File: src/rtl/mems_pkg.sv
// Shared definitions for the MEMS scan sequencer: FSM state codes, phase
// encoding, default widths and default scan geometry.
package mems_pkg;

   localparam int DEF_ADDR_W       = 16;
   localparam int DEF_DATA_W       = 24;
   localparam int DEF_INIT_CMDS    = 2;
   localparam int DEF_SCAN_BASE    = 8;
   localparam int DEF_FRAME_POINTS = 12800;
   localparam int DEF_LINE_LEN     = 320;
   localparam int DEF_LINE_OFFSET  = 80;

   typedef logic [1:0] state_t;

   localparam state_t ST_IDLE  = 2'd0;
   localparam state_t ST_FETCH = 2'd1;
   localparam state_t ST_ISSUE = 2'd2;
   localparam state_t ST_GAP   = 2'd3;

   localparam logic PH_INIT = 1'b0;
   localparam logic PH_SCAN = 1'b1;

   // Points between consecutive line markers: a full line, or half a line
   // when markers are wanted on both the up and the down sweep.
   function automatic int segLen(input int lineLen, input logic bidir);
      return bidir ? (lineLen / 2) : lineLen;
   endfunction

endpackage

File: src/rtl/mems_scan_sequencer_if.sv
// Bundle of the sequencer's SPI, ROM, marker and control signals.
// master = sequencer side, slave = environment side.
interface mems_scan_sequencer_if
   import mems_pkg::*;
#(
   parameter int ADDR_W = DEF_ADDR_W,
   parameter int DATA_W = DEF_DATA_W
);
   logic              soft_reset_req;
   logic              pause;
   logic              bidir_mode;
   logic              spi_busy;
   logic              spi_start;
   logic [DATA_W-1:0] spi_data;
   logic [ADDR_W-1:0] rom_addr;
   logic [DATA_W-1:0] rom_data;
   logic              new_line;
   logic              new_line_ack;
   logic              new_frame;
   logic              new_frame_ack;
   logic              marker_overrun;
   logic [15:0]       frame_count;
   logic              scanning;

   modport master (
      input  soft_reset_req, pause, bidir_mode, spi_busy, rom_data,
             new_line_ack, new_frame_ack,
      output spi_start, spi_data, rom_addr, new_line, new_frame,
             marker_overrun, frame_count, scanning
   );

   modport slave (
      output soft_reset_req, pause, bidir_mode, spi_busy, rom_data,
             new_line_ack, new_frame_ack,
      input  spi_start, spi_data, rom_addr, new_line, new_frame,
             marker_overrun, frame_count, scanning
   );

endinterface

File: src/rtl/mems_marker_gen.sv
// Line/frame marker generator. Tracks the scan index within a frame and a
// segment down-counter, raises sticky new_frame/new_line flags with ack
// handshakes, and flags an overrun when a marker lands on a pending flag.
module mems_marker_gen
   import mems_pkg::*;
#(
   parameter int ADDR_W      = DEF_ADDR_W,
   parameter int LINE_LEN    = DEF_LINE_LEN,
   parameter int LINE_OFFSET = DEF_LINE_OFFSET
)(
   input  logic clk,
   input  logic rst_n,
   input  logic i_clear,
   input  logic i_issue,
   input  logic i_frameStart,
   input  logic i_bidir,
   input  logic i_lineAck,
   input  logic i_frameAck,
   output logic o_newLine,
   output logic o_newFrame,
   output logic o_overrun
);

   localparam logic [ADDR_W-1:0] OFFSET_IDX = ADDR_W'(LINE_OFFSET);

   logic [ADDR_W-1:0] r_idx;
   logic [ADDR_W-1:0] r_segCnt;
   logic              r_pastOffset;
   logic              r_bidir;
   logic              r_newLine;
   logic              r_newFrame;
   logic              r_overrun;

   logic [ADDR_W-1:0] w_segLast;
   logic              w_setFrame;
   logic              w_setLine;

   assign w_segLast  = ADDR_W'(segLen(LINE_LEN, r_bidir) - 1);
   assign w_setFrame = i_issue && (r_idx == OFFSET_IDX);
   assign w_setLine  = i_issue && r_pastOffset && (r_segCnt == '0);

   // Scan index and segment countdown; bidir choice is latched per frame.
   always_ff @(posedge clk or negedge rst_n) begin
      if (!rst_n) begin
         r_idx        <= '0;
         r_segCnt     <= '0;
         r_pastOffset <= 1'b0;
         r_bidir      <= 1'b0;
      end else if (i_clear) begin
         r_idx        <= '0;
         r_segCnt     <= '0;
         r_pastOffset <= 1'b0;
         r_bidir      <= 1'b0;
      end else if (i_frameStart) begin
         r_idx        <= '0;
         r_segCnt     <= '0;
         r_pastOffset <= 1'b0;
         r_bidir      <= i_bidir;
      end else if (i_issue) begin
         r_idx <= r_idx + ADDR_W'(1);
         if (w_setFrame) begin
            r_pastOffset <= 1'b1;
            r_segCnt     <= w_segLast;
         end else if (r_pastOffset) begin
            r_segCnt <= (r_segCnt == '0) ? w_segLast : (r_segCnt - ADDR_W'(1));
         end
      end
   end

   // Sticky flags: set beats ack, and a set onto a pending flag is an overrun.
   always_ff @(posedge clk or negedge rst_n) begin
      if (!rst_n) begin
         r_newLine  <= 1'b0;
         r_newFrame <= 1'b0;
         r_overrun  <= 1'b0;
      end else if (i_clear) begin
         r_newLine  <= 1'b0;
         r_newFrame <= 1'b0;
         r_overrun  <= 1'b0;
      end else begin
         if (w_setLine) begin
            r_newLine <= 1'b1;
         end else if (i_lineAck) begin
            r_newLine <= 1'b0;
         end
         if (w_setFrame) begin
            r_newFrame <= 1'b1;
         end else if (i_frameAck) begin
            r_newFrame <= 1'b0;
         end
         if ((w_setLine && r_newLine) || (w_setFrame && r_newFrame)) begin
            r_overrun <= 1'b1;
         end
      end
   end

   assign o_newLine  = r_newLine;
   assign o_newFrame = r_newFrame;
   assign o_overrun  = r_overrun;

endmodule

File: src/rtl/mems_scan_sequencer.sv
// MEMS scan sequencer top: issues the DAC init block then streams scan
// points from ROM over the SPI master, frame after frame, and drives the
// line/frame markers for the capture path.
module mems_scan_sequencer
   import mems_pkg::*;
#(
   parameter int ADDR_W       = DEF_ADDR_W,
   parameter int DATA_W       = DEF_DATA_W,
   parameter int INIT_CMDS    = DEF_INIT_CMDS,
   parameter int SCAN_BASE    = DEF_SCAN_BASE,
   parameter int FRAME_POINTS = DEF_FRAME_POINTS,
   parameter int LINE_LEN     = DEF_LINE_LEN,
   parameter int LINE_OFFSET  = DEF_LINE_OFFSET
)(
   input logic                   clk,
   input logic                   rst_n,
   mems_scan_sequencer_if.master bus
);

   localparam logic [ADDR_W-1:0] LAST_INIT_ADDR = ADDR_W'(INIT_CMDS - 1);
   localparam logic [ADDR_W-1:0] SCAN_BASE_ADDR = ADDR_W'(SCAN_BASE);
   localparam logic [ADDR_W-1:0] LAST_SCAN_ADDR = ADDR_W'(SCAN_BASE + FRAME_POINTS - 1);

   state_t            r_state;
   logic              r_phase;
   logic [ADDR_W-1:0] r_romAddr;
   logic [DATA_W-1:0] r_spiData;
   logic              r_spiStart;
   logic [15:0]       r_frameCount;
   logic              r_scanning;

   logic w_fire;
   logic w_advance;
   logic w_lastInit;
   logic w_lastScan;
   logic w_frameStart;
   logic w_frameWrap;
   logic w_scanIssue;
   logic w_newLine;
   logic w_newFrame;
   logic w_overrun;

   // A soft reset in the ISSUE cycle suppresses the start; pause only gates scan points.
   assign w_fire       = (r_state == ST_ISSUE) && !bus.soft_reset_req && !bus.spi_busy &&
                         ((r_phase == PH_INIT) || !bus.pause);
   assign w_advance    = (r_state == ST_GAP) && !bus.soft_reset_req;
   assign w_lastInit   = (r_romAddr == LAST_INIT_ADDR);
   assign w_lastScan   = (r_romAddr == LAST_SCAN_ADDR);
   assign w_frameWrap  = w_advance && (r_phase == PH_SCAN) && w_lastScan;
   assign w_frameStart = w_frameWrap || (w_advance && (r_phase == PH_INIT) && w_lastInit);
   assign w_scanIssue  = w_fire && (r_phase == PH_SCAN);

   // Command FSM: fetch ROM word, issue it when the SPI master is free, then
   // a gap cycle before moving to the next address.
   always_ff @(posedge clk or negedge rst_n) begin
      if (!rst_n) begin
         r_state      <= ST_IDLE;
         r_phase      <= PH_INIT;
         r_romAddr    <= '0;
         r_spiData    <= '0;
         r_spiStart   <= 1'b0;
         r_frameCount <= '0;
         r_scanning   <= 1'b0;
      end else if (bus.soft_reset_req) begin
         r_state      <= ST_FETCH;
         r_phase      <= PH_INIT;
         r_romAddr    <= '0;
         r_spiStart   <= 1'b0;
         r_frameCount <= '0;
         r_scanning   <= 1'b0;
      end else begin
         r_spiStart <= 1'b0;
         case (r_state)
            ST_IDLE: begin
               r_state <= ST_IDLE;
            end
            ST_FETCH: begin
               r_state <= ST_ISSUE;
            end
            ST_ISSUE: begin
               if (w_fire) begin
                  r_spiData  <= bus.rom_data;
                  r_spiStart <= 1'b1;
                  r_state    <= ST_GAP;
               end
            end
            ST_GAP: begin
               r_state <= ST_FETCH;
               if (r_phase == PH_INIT) begin
                  if (w_lastInit) begin
                     r_romAddr  <= SCAN_BASE_ADDR;
                     r_phase    <= PH_SCAN;
                     r_scanning <= 1'b1;
                  end else begin
                     r_romAddr <= r_romAddr + ADDR_W'(1);
                  end
               end else begin
                  if (w_lastScan) begin
                     r_romAddr    <= SCAN_BASE_ADDR;
                     r_frameCount <= r_frameCount + 16'd1;
                  end else begin
                     r_romAddr <= r_romAddr + ADDR_W'(1);
                  end
               end
            end
            default: begin
               r_state <= ST_IDLE;
            end
         endcase
      end
   end

   mems_marker_gen #(
      .ADDR_W      (ADDR_W),
      .LINE_LEN    (LINE_LEN),
      .LINE_OFFSET (LINE_OFFSET)
   ) u_markerGen (
      .clk          (clk),
      .rst_n        (rst_n),
      .i_clear      (bus.soft_reset_req),
      .i_issue      (w_scanIssue),
      .i_frameStart (w_frameStart),
      .i_bidir      (bus.bidir_mode),
      .i_lineAck    (bus.new_line_ack),
      .i_frameAck   (bus.new_frame_ack),
      .o_newLine    (w_newLine),
      .o_newFrame   (w_newFrame),
      .o_overrun    (w_overrun)
   );

   assign bus.spi_start      = r_spiStart;
   assign bus.spi_data       = r_spiData;
   assign bus.rom_addr       = r_romAddr;
   assign bus.new_line       = w_newLine;
   assign bus.new_frame      = w_newFrame;
   assign bus.marker_overrun = w_overrun;
   assign bus.frame_count    = r_frameCount;
   assign bus.scanning       = r_scanning;

endmodule

File: src/flat_wrapper.sv
// flat-port wrapper written by rule: the top's interface ports become plain ports
module mems_scan_sequencer_flat import mems_pkg::*;
#(
   parameter int ADDR_W       = DEF_ADDR_W,
   parameter int DATA_W       = DEF_DATA_W,
   parameter int INIT_CMDS    = DEF_INIT_CMDS,
   parameter int SCAN_BASE    = DEF_SCAN_BASE,
   parameter int FRAME_POINTS = DEF_FRAME_POINTS,
   parameter int LINE_LEN     = DEF_LINE_LEN,
   parameter int LINE_OFFSET  = DEF_LINE_OFFSET
)
  (clk, rst_n, bus_soft_reset_req, bus_pause, bus_bidir_mode, bus_spi_busy, bus_rom_data, bus_new_line_ack, bus_new_frame_ack, bus_spi_start, bus_spi_data, bus_rom_addr, bus_new_line, bus_new_frame, bus_marker_overrun, bus_frame_count, bus_scanning);
  mems_scan_sequencer_if #(.ADDR_W(ADDR_W), .DATA_W(DATA_W)) bus_i ();
  input logic clk;
  input logic rst_n;
  input wire logic [$bits(bus_i.soft_reset_req)-1:0] bus_soft_reset_req;
  input wire logic [$bits(bus_i.pause)-1:0] bus_pause;
  input wire logic [$bits(bus_i.bidir_mode)-1:0] bus_bidir_mode;
  input wire logic [$bits(bus_i.spi_busy)-1:0] bus_spi_busy;
  input wire logic [$bits(bus_i.rom_data)-1:0] bus_rom_data;
  input wire logic [$bits(bus_i.new_line_ack)-1:0] bus_new_line_ack;
  input wire logic [$bits(bus_i.new_frame_ack)-1:0] bus_new_frame_ack;
  output wire logic [$bits(bus_i.spi_start)-1:0] bus_spi_start;
  output wire logic [$bits(bus_i.spi_data)-1:0] bus_spi_data;
  output wire logic [$bits(bus_i.rom_addr)-1:0] bus_rom_addr;
  output wire logic [$bits(bus_i.new_line)-1:0] bus_new_line;
  output wire logic [$bits(bus_i.new_frame)-1:0] bus_new_frame;
  output wire logic [$bits(bus_i.marker_overrun)-1:0] bus_marker_overrun;
  output wire logic [$bits(bus_i.frame_count)-1:0] bus_frame_count;
  output wire logic [$bits(bus_i.scanning)-1:0] bus_scanning;
  assign bus_i.soft_reset_req = bus_soft_reset_req;
  assign bus_i.pause = bus_pause;
  assign bus_i.bidir_mode = bus_bidir_mode;
  assign bus_i.spi_busy = bus_spi_busy;
  assign bus_i.rom_data = bus_rom_data;
  assign bus_i.new_line_ack = bus_new_line_ack;
  assign bus_i.new_frame_ack = bus_new_frame_ack;
  assign bus_spi_start = bus_i.spi_start;
  assign bus_spi_data = bus_i.spi_data;
  assign bus_rom_addr = bus_i.rom_addr;
  assign bus_new_line = bus_i.new_line;
  assign bus_new_frame = bus_i.new_frame;
  assign bus_marker_overrun = bus_i.marker_overrun;
  assign bus_frame_count = bus_i.frame_count;
  assign bus_scanning = bus_i.scanning;
  mems_scan_sequencer #(.ADDR_W(ADDR_W), .DATA_W(DATA_W), .INIT_CMDS(INIT_CMDS), .SCAN_BASE(SCAN_BASE), .FRAME_POINTS(FRAME_POINTS), .LINE_LEN(LINE_LEN), .LINE_OFFSET(LINE_OFFSET)) u_core (.clk(clk), .rst_n(rst_n), .bus(bus_i));
endmodule
File: config.mk
export PLATFORM = sky130hd
export DESIGN_NAME = mems_scan_sequencer_flat
export DESIGN_NICKNAME = d
export VERILOG_FILES = /design/src/rtl/mems_pkg.sv /design/src/rtl/mems_scan_sequencer_if.sv /design/src/rtl/mems_marker_gen.sv /design/src/rtl/mems_scan_sequencer.sv /design/src/flat_wrapper.sv
export SDC_FILE = /design/constraint.sdc
export NUM_CORES = 1
export LEC_CHECK = 0
export CORE_ASPECT_RATIO = 1.5
export CORE_MARGIN = 1
export CORE_UTILIZATION = 45
export CTS_CLUSTER_DIAMETER = 200
export DETAILED_ROUTE_END_ITERATION = 8
export PLACE_DENSITY = 0.7
export SLEW_MARGIN = 20
export SYNTH_ARGS = -nofsm -noshare
export SYNTH_HDL_FRONTEND = slang
export SYNTH_SLANG_ARGS = --single-unit
File: constraint.sdc
create_clock -name clk -period 3.83 [get_ports clk]
set_input_delay 0.766 -clock clk [delete_from_list [all_inputs] [get_ports clk]]
set_output_delay 0.766 -clock clk [all_outputs]
set_load 0.005 [all_outputs]
==> results by group <==
Synth
  – Synthesized instance count: 568
  – Mapped Avg Cell Area: 8.87 µm²
  – Distinct cell type count of the synthesized netlist: 61
  – Number of synthesized register bits: 98
  – Share of synthesized flip-flops with an asynchronous set or reset: 100%
  – Count of flip-flops with a built-in enable after synthesis: 0
  – Fraction of post-synthesis cell area in the top cell type by area: 48.7%
  – Flip-flop cell with the highest count after synthesis: sky130_fd_sc_hd__dfrtp_1
  – Share of synthesized area occupied by flip-flops and latches: 48.7%
  – Post-Synthesis Net Count: 608
  – Synth Cell Area: 0.00504 mm²
  – Synth area leaders: sky130_fd_sc_hd__dfrtp_1 (49%), sky130_fd_sc_hd__nand2_1 (7.7%), sky130_fd_sc_hd__nor2_1 (4.4%)
  – Library cell with the largest summed area after synthesis: sky130_fd_sc_hd__dfrtp_1
  – Synth Warn #: 0

Route
  – Vias after detailed routing: 4,510
  – Residual DRC: 0
  – Wirelength per Cell: 15.4 µm
  – Vias per inst: 5.65
  – Iter 0 DRT Violations: 130
  – Drt pass-1 iters: 5
  – Total wirelength of the detailed-routed design: 12.3 mm
  – Count of nets left with antenna violations after detail routing: 0

Clock tree
  – Number of clock sinks seen by CTS: 98
  – Insertion delay of the later-clocked pin in the worst-skew pair: 340 ps
  – Cts bufs inserted: 9
  – Post CTS Setup Buffer Count: 0
  – CTS root buffer: sky130_fd_sc_hd__clkbuf_16
  – Number of gates resized after CTS: 0
  – H-tree depth: 3
  – Worst-case clock buffer depth: 2
  – Hold buffers post-CTS: 0
  – Clock input transition at the sequential cells of the worst setup and hold paths: 70 ps
  – Clock tree from TritonCTS: done

Critical path
  – Minimum setup slack among reg-to-reg paths: 990 ps
  – Startpoint of the worst setup timing path: u_core.bus.rom_addr[6]$_DFFE_PN0P_
  – Reg2Reg Launch Point: u_core.bus.rom_addr[6]$_DFFE_PN0P_
  – Biggest fanout along the worst timing path: 13
  – Setup crit start kind: register
  – Cell depth of the worst flop-to-flop path: 5
  – Required time of the critical path: 4100 ps
  – Data arrival time of the critical path: 3110 ps
  – Critical path destination: u_core.bus.frame_count[15]$_DFFE_PN0P_
  – Type of the worst setup path: register to register
  – Endpoint kind of the worst setup timing path: register
  – Capturing point of the worst reg2reg path: u_core.bus.frame_count[15]$_DFFE_PN0P_

Layout
  – Combined area of the multi-input logic cells: 0.00238 mm²
  – Area growth from synthesis to layout: 26.1%
  – Layout fillers: 969
  – Most common cell after layout, fill and taps aside: sky130_fd_sc_hd__nand2_1
  – FF+latch area: 0.00245 mm²
  – Final instance area: 0.00635 mm²
  – Net count reported at finish: 687
  – Fraction of layout cells with a size suffix above 1: 5.68%
  – Antenna diode count: 0
  – Most used cells in the layout excluding fill and tap cells: sky130_fd_sc_hd__nand2_1 (103), sky130_fd_sc_hd__dfrtp_1 (98), sky130_fd_sc_hd__clkdlybuf4s50_1 (91)

STA
  – Post-Route Skew: 6.95 ps
  – Hold_ws: 416 ps
  – Final hold violation count: 0
  – Min Clock Period, post-route: 2840 ps
  – RSZ-0062 raised after global routing: false
  – Tightest Pin Transition: 773 ps
  – Max-Slew Margin vs Limit: 48.3%
  – Final total negative setup slack: 0 ps
  – Peak Freq: 352 MHz
  – Count of endpoints failing setup in the final report: 0
  – Period utilization: 74.2%
  – Final slew viol count: 0

Power
  – Comb pwr share: 23.4%
  – Cell-internal power: 1.95 mW
  – Sw Ratio: 28.3%
  – Maximum resistive drop on vdd: 0.286 mV
  – Share of power burned in registers: 45.8%
  – Total power divided by cell area: 428 mW/mm²
  – P_leak: 2.61 nW
  – Clock share of power: 30.8%
  – Tot Pwr: 2.72 mW
  – Net load switching power: 769 µW

Outcome
  – Status: finished, final reports clean

Floorplanning
  – I/O pin cnt: 93
  – Std cell rows: 47
  – Full die area: 0.0116 mm²
  – Starting utilization of the core area: 46.1%
  – Core footprint: 0.0109 mm²
  – Chip width: 88.4 µm
  – Chip Height: 132 µm

GRT
  – First-pass GRT wire length: 20.7 mm
  – Vias in the first global route: 4,493
  – Total gr overflow: 0
  – Largest net degree at the start of global routing: 47
  – Antenna violations before repair: 0
  – Aggregate global-route resource usage: 22.5%

Placed design
  – Placed standard-cell area: 0.00608 mm²
  – Half-perimeter wire length after detailed placement: 8.63 mm
  – Routability congestion estimate: 0.851
  – Number of port buffers: 92

Job
  – # Max-Cap Violations: 0

Worst hold path
  – Hold Path Class: primary input to asynchronous set/reset pin
-- how the worst min path moves through the flow --
stage / endpoint / slack (ps) / cells past startpoint
detailed placement: u_core.bus.spi_data[0]$_DFFE_PN0P_ / 460 / 2
finish: u_core.u_markerGen.r_idx[3]$_DFFE_PN0P_ / 420 / 1
floorplan: u_core.bus.frame_count[0]$_DFFE_PN0P_ / 470 / 0
global route: u_core.u_markerGen.r_idx[3]$_DFFE_PN0P_ / 480 / 1
CTS: u_core.u_markerGen.r_idx[3]$_DFFE_PN0P_ / 450 / 1
global placement: u_core.bus.spi_data[1]$_DFFE_PN0P_ / 460 / 2
-- layer usage --
| layer | part of all wire (%) | vias to the layer above | GRT usage (%) |
|---|---|---|---|
| li1 | - | 2157 | - |
| met1 | 41 | 2185 | 26.9 |
| met2 | 50 | 144 | 38.1 |
| met3 | 6.5 | 24 | 5.28 |
| met4 | 2.2 | 0 | 9.50 |
| met5 | 0 | - | 0 |
-- kinds of logic after synthesis --
kind of cell | Yosys count | synth area share [%]
AOI/OAI and AO/OA | 84 | 11.0
muxes | 4 | 0.795
DFF | 98 | 48.7
xor gates and xnor gates | 29 | 5.04
and+or+nand+nor | 291 | 28.5
adders and majority gates | 8 | 1.99
buffers and inverters | 54 | 4.10
-- worst max-delay path, stage by stage, from the launching register on --
cell                      delay (ps)
sky130_fd_sc_hd__dfrtp_1         460
sky130_fd_sc_hd__nor4_1          620
sky130_fd_sc_hd__nand4_1         570
sky130_fd_sc_hd__or4_1           650
sky130_fd_sc_hd__or3_1           320
sky130_fd_sc_hd__a21oi_1         150
-- flip-flops by register name, indices dropped and copies added (netlist names), 2 cells and up --
| signal | flops |
|---|---|
| u_core.bus.frame_count | 16 |
| u_core.bus.rom_addr | 16 |
| u_core.bus.spi_data | 24 |
| u_core.r_state | 2 |
| u_core.u_markerGen.r_idx | 16 |
| u_core.u_markerGen.r_segCnt | 16 |
-- synthesized netlist by cell type (all sizes together), types with 7 or more instances --
library cell / n
dfrtp: 98
nor3: 14
and3: 9
nor4: 18
ha: 8
clkbuf: 26
o21ai: 13
nand2: 103
nand4: 19
xor2: 9
xnor2: 20
buf: 7
nor2: 59
nand3: 28
a31oi: 20
a21oi: 18
inv: 21
-- power groups by stage --
stage | Clock [mW] | Sequential (mW) | Combinational (mW)
after floorplan | 0 | 1.27 | 0.262
after global placement | 0 | 1.26 | 0.631
after detailed placement | 0 | 1.26 | 0.640
after CTS | 0.856 | 1.25 | 0.644
after global routing | 0.902 | 1.26 | 0.700
final | 0.838 | 1.25 | 0.636
-- cell type report --
cell class,count,area share (%)
clock buffer,11,3.82
clock inverter,4,0.453
inverter,21,1.24
multi-input combinational,416,37.5
sequential,98,38.6
tap,147,2.90
timing repair buffer,101,15.5
-- stage by stage --
step	util, %	std cells	setup WS (ps)
floorplan	-	568	1260
global placement	55.6	783	762
detailed placement	55.6	783	724
CTS	58.1	798	1000
global route	58.1	798	782
finish	58.1	798	989
No activity file was read; power rests on OpenSTA's default activity.
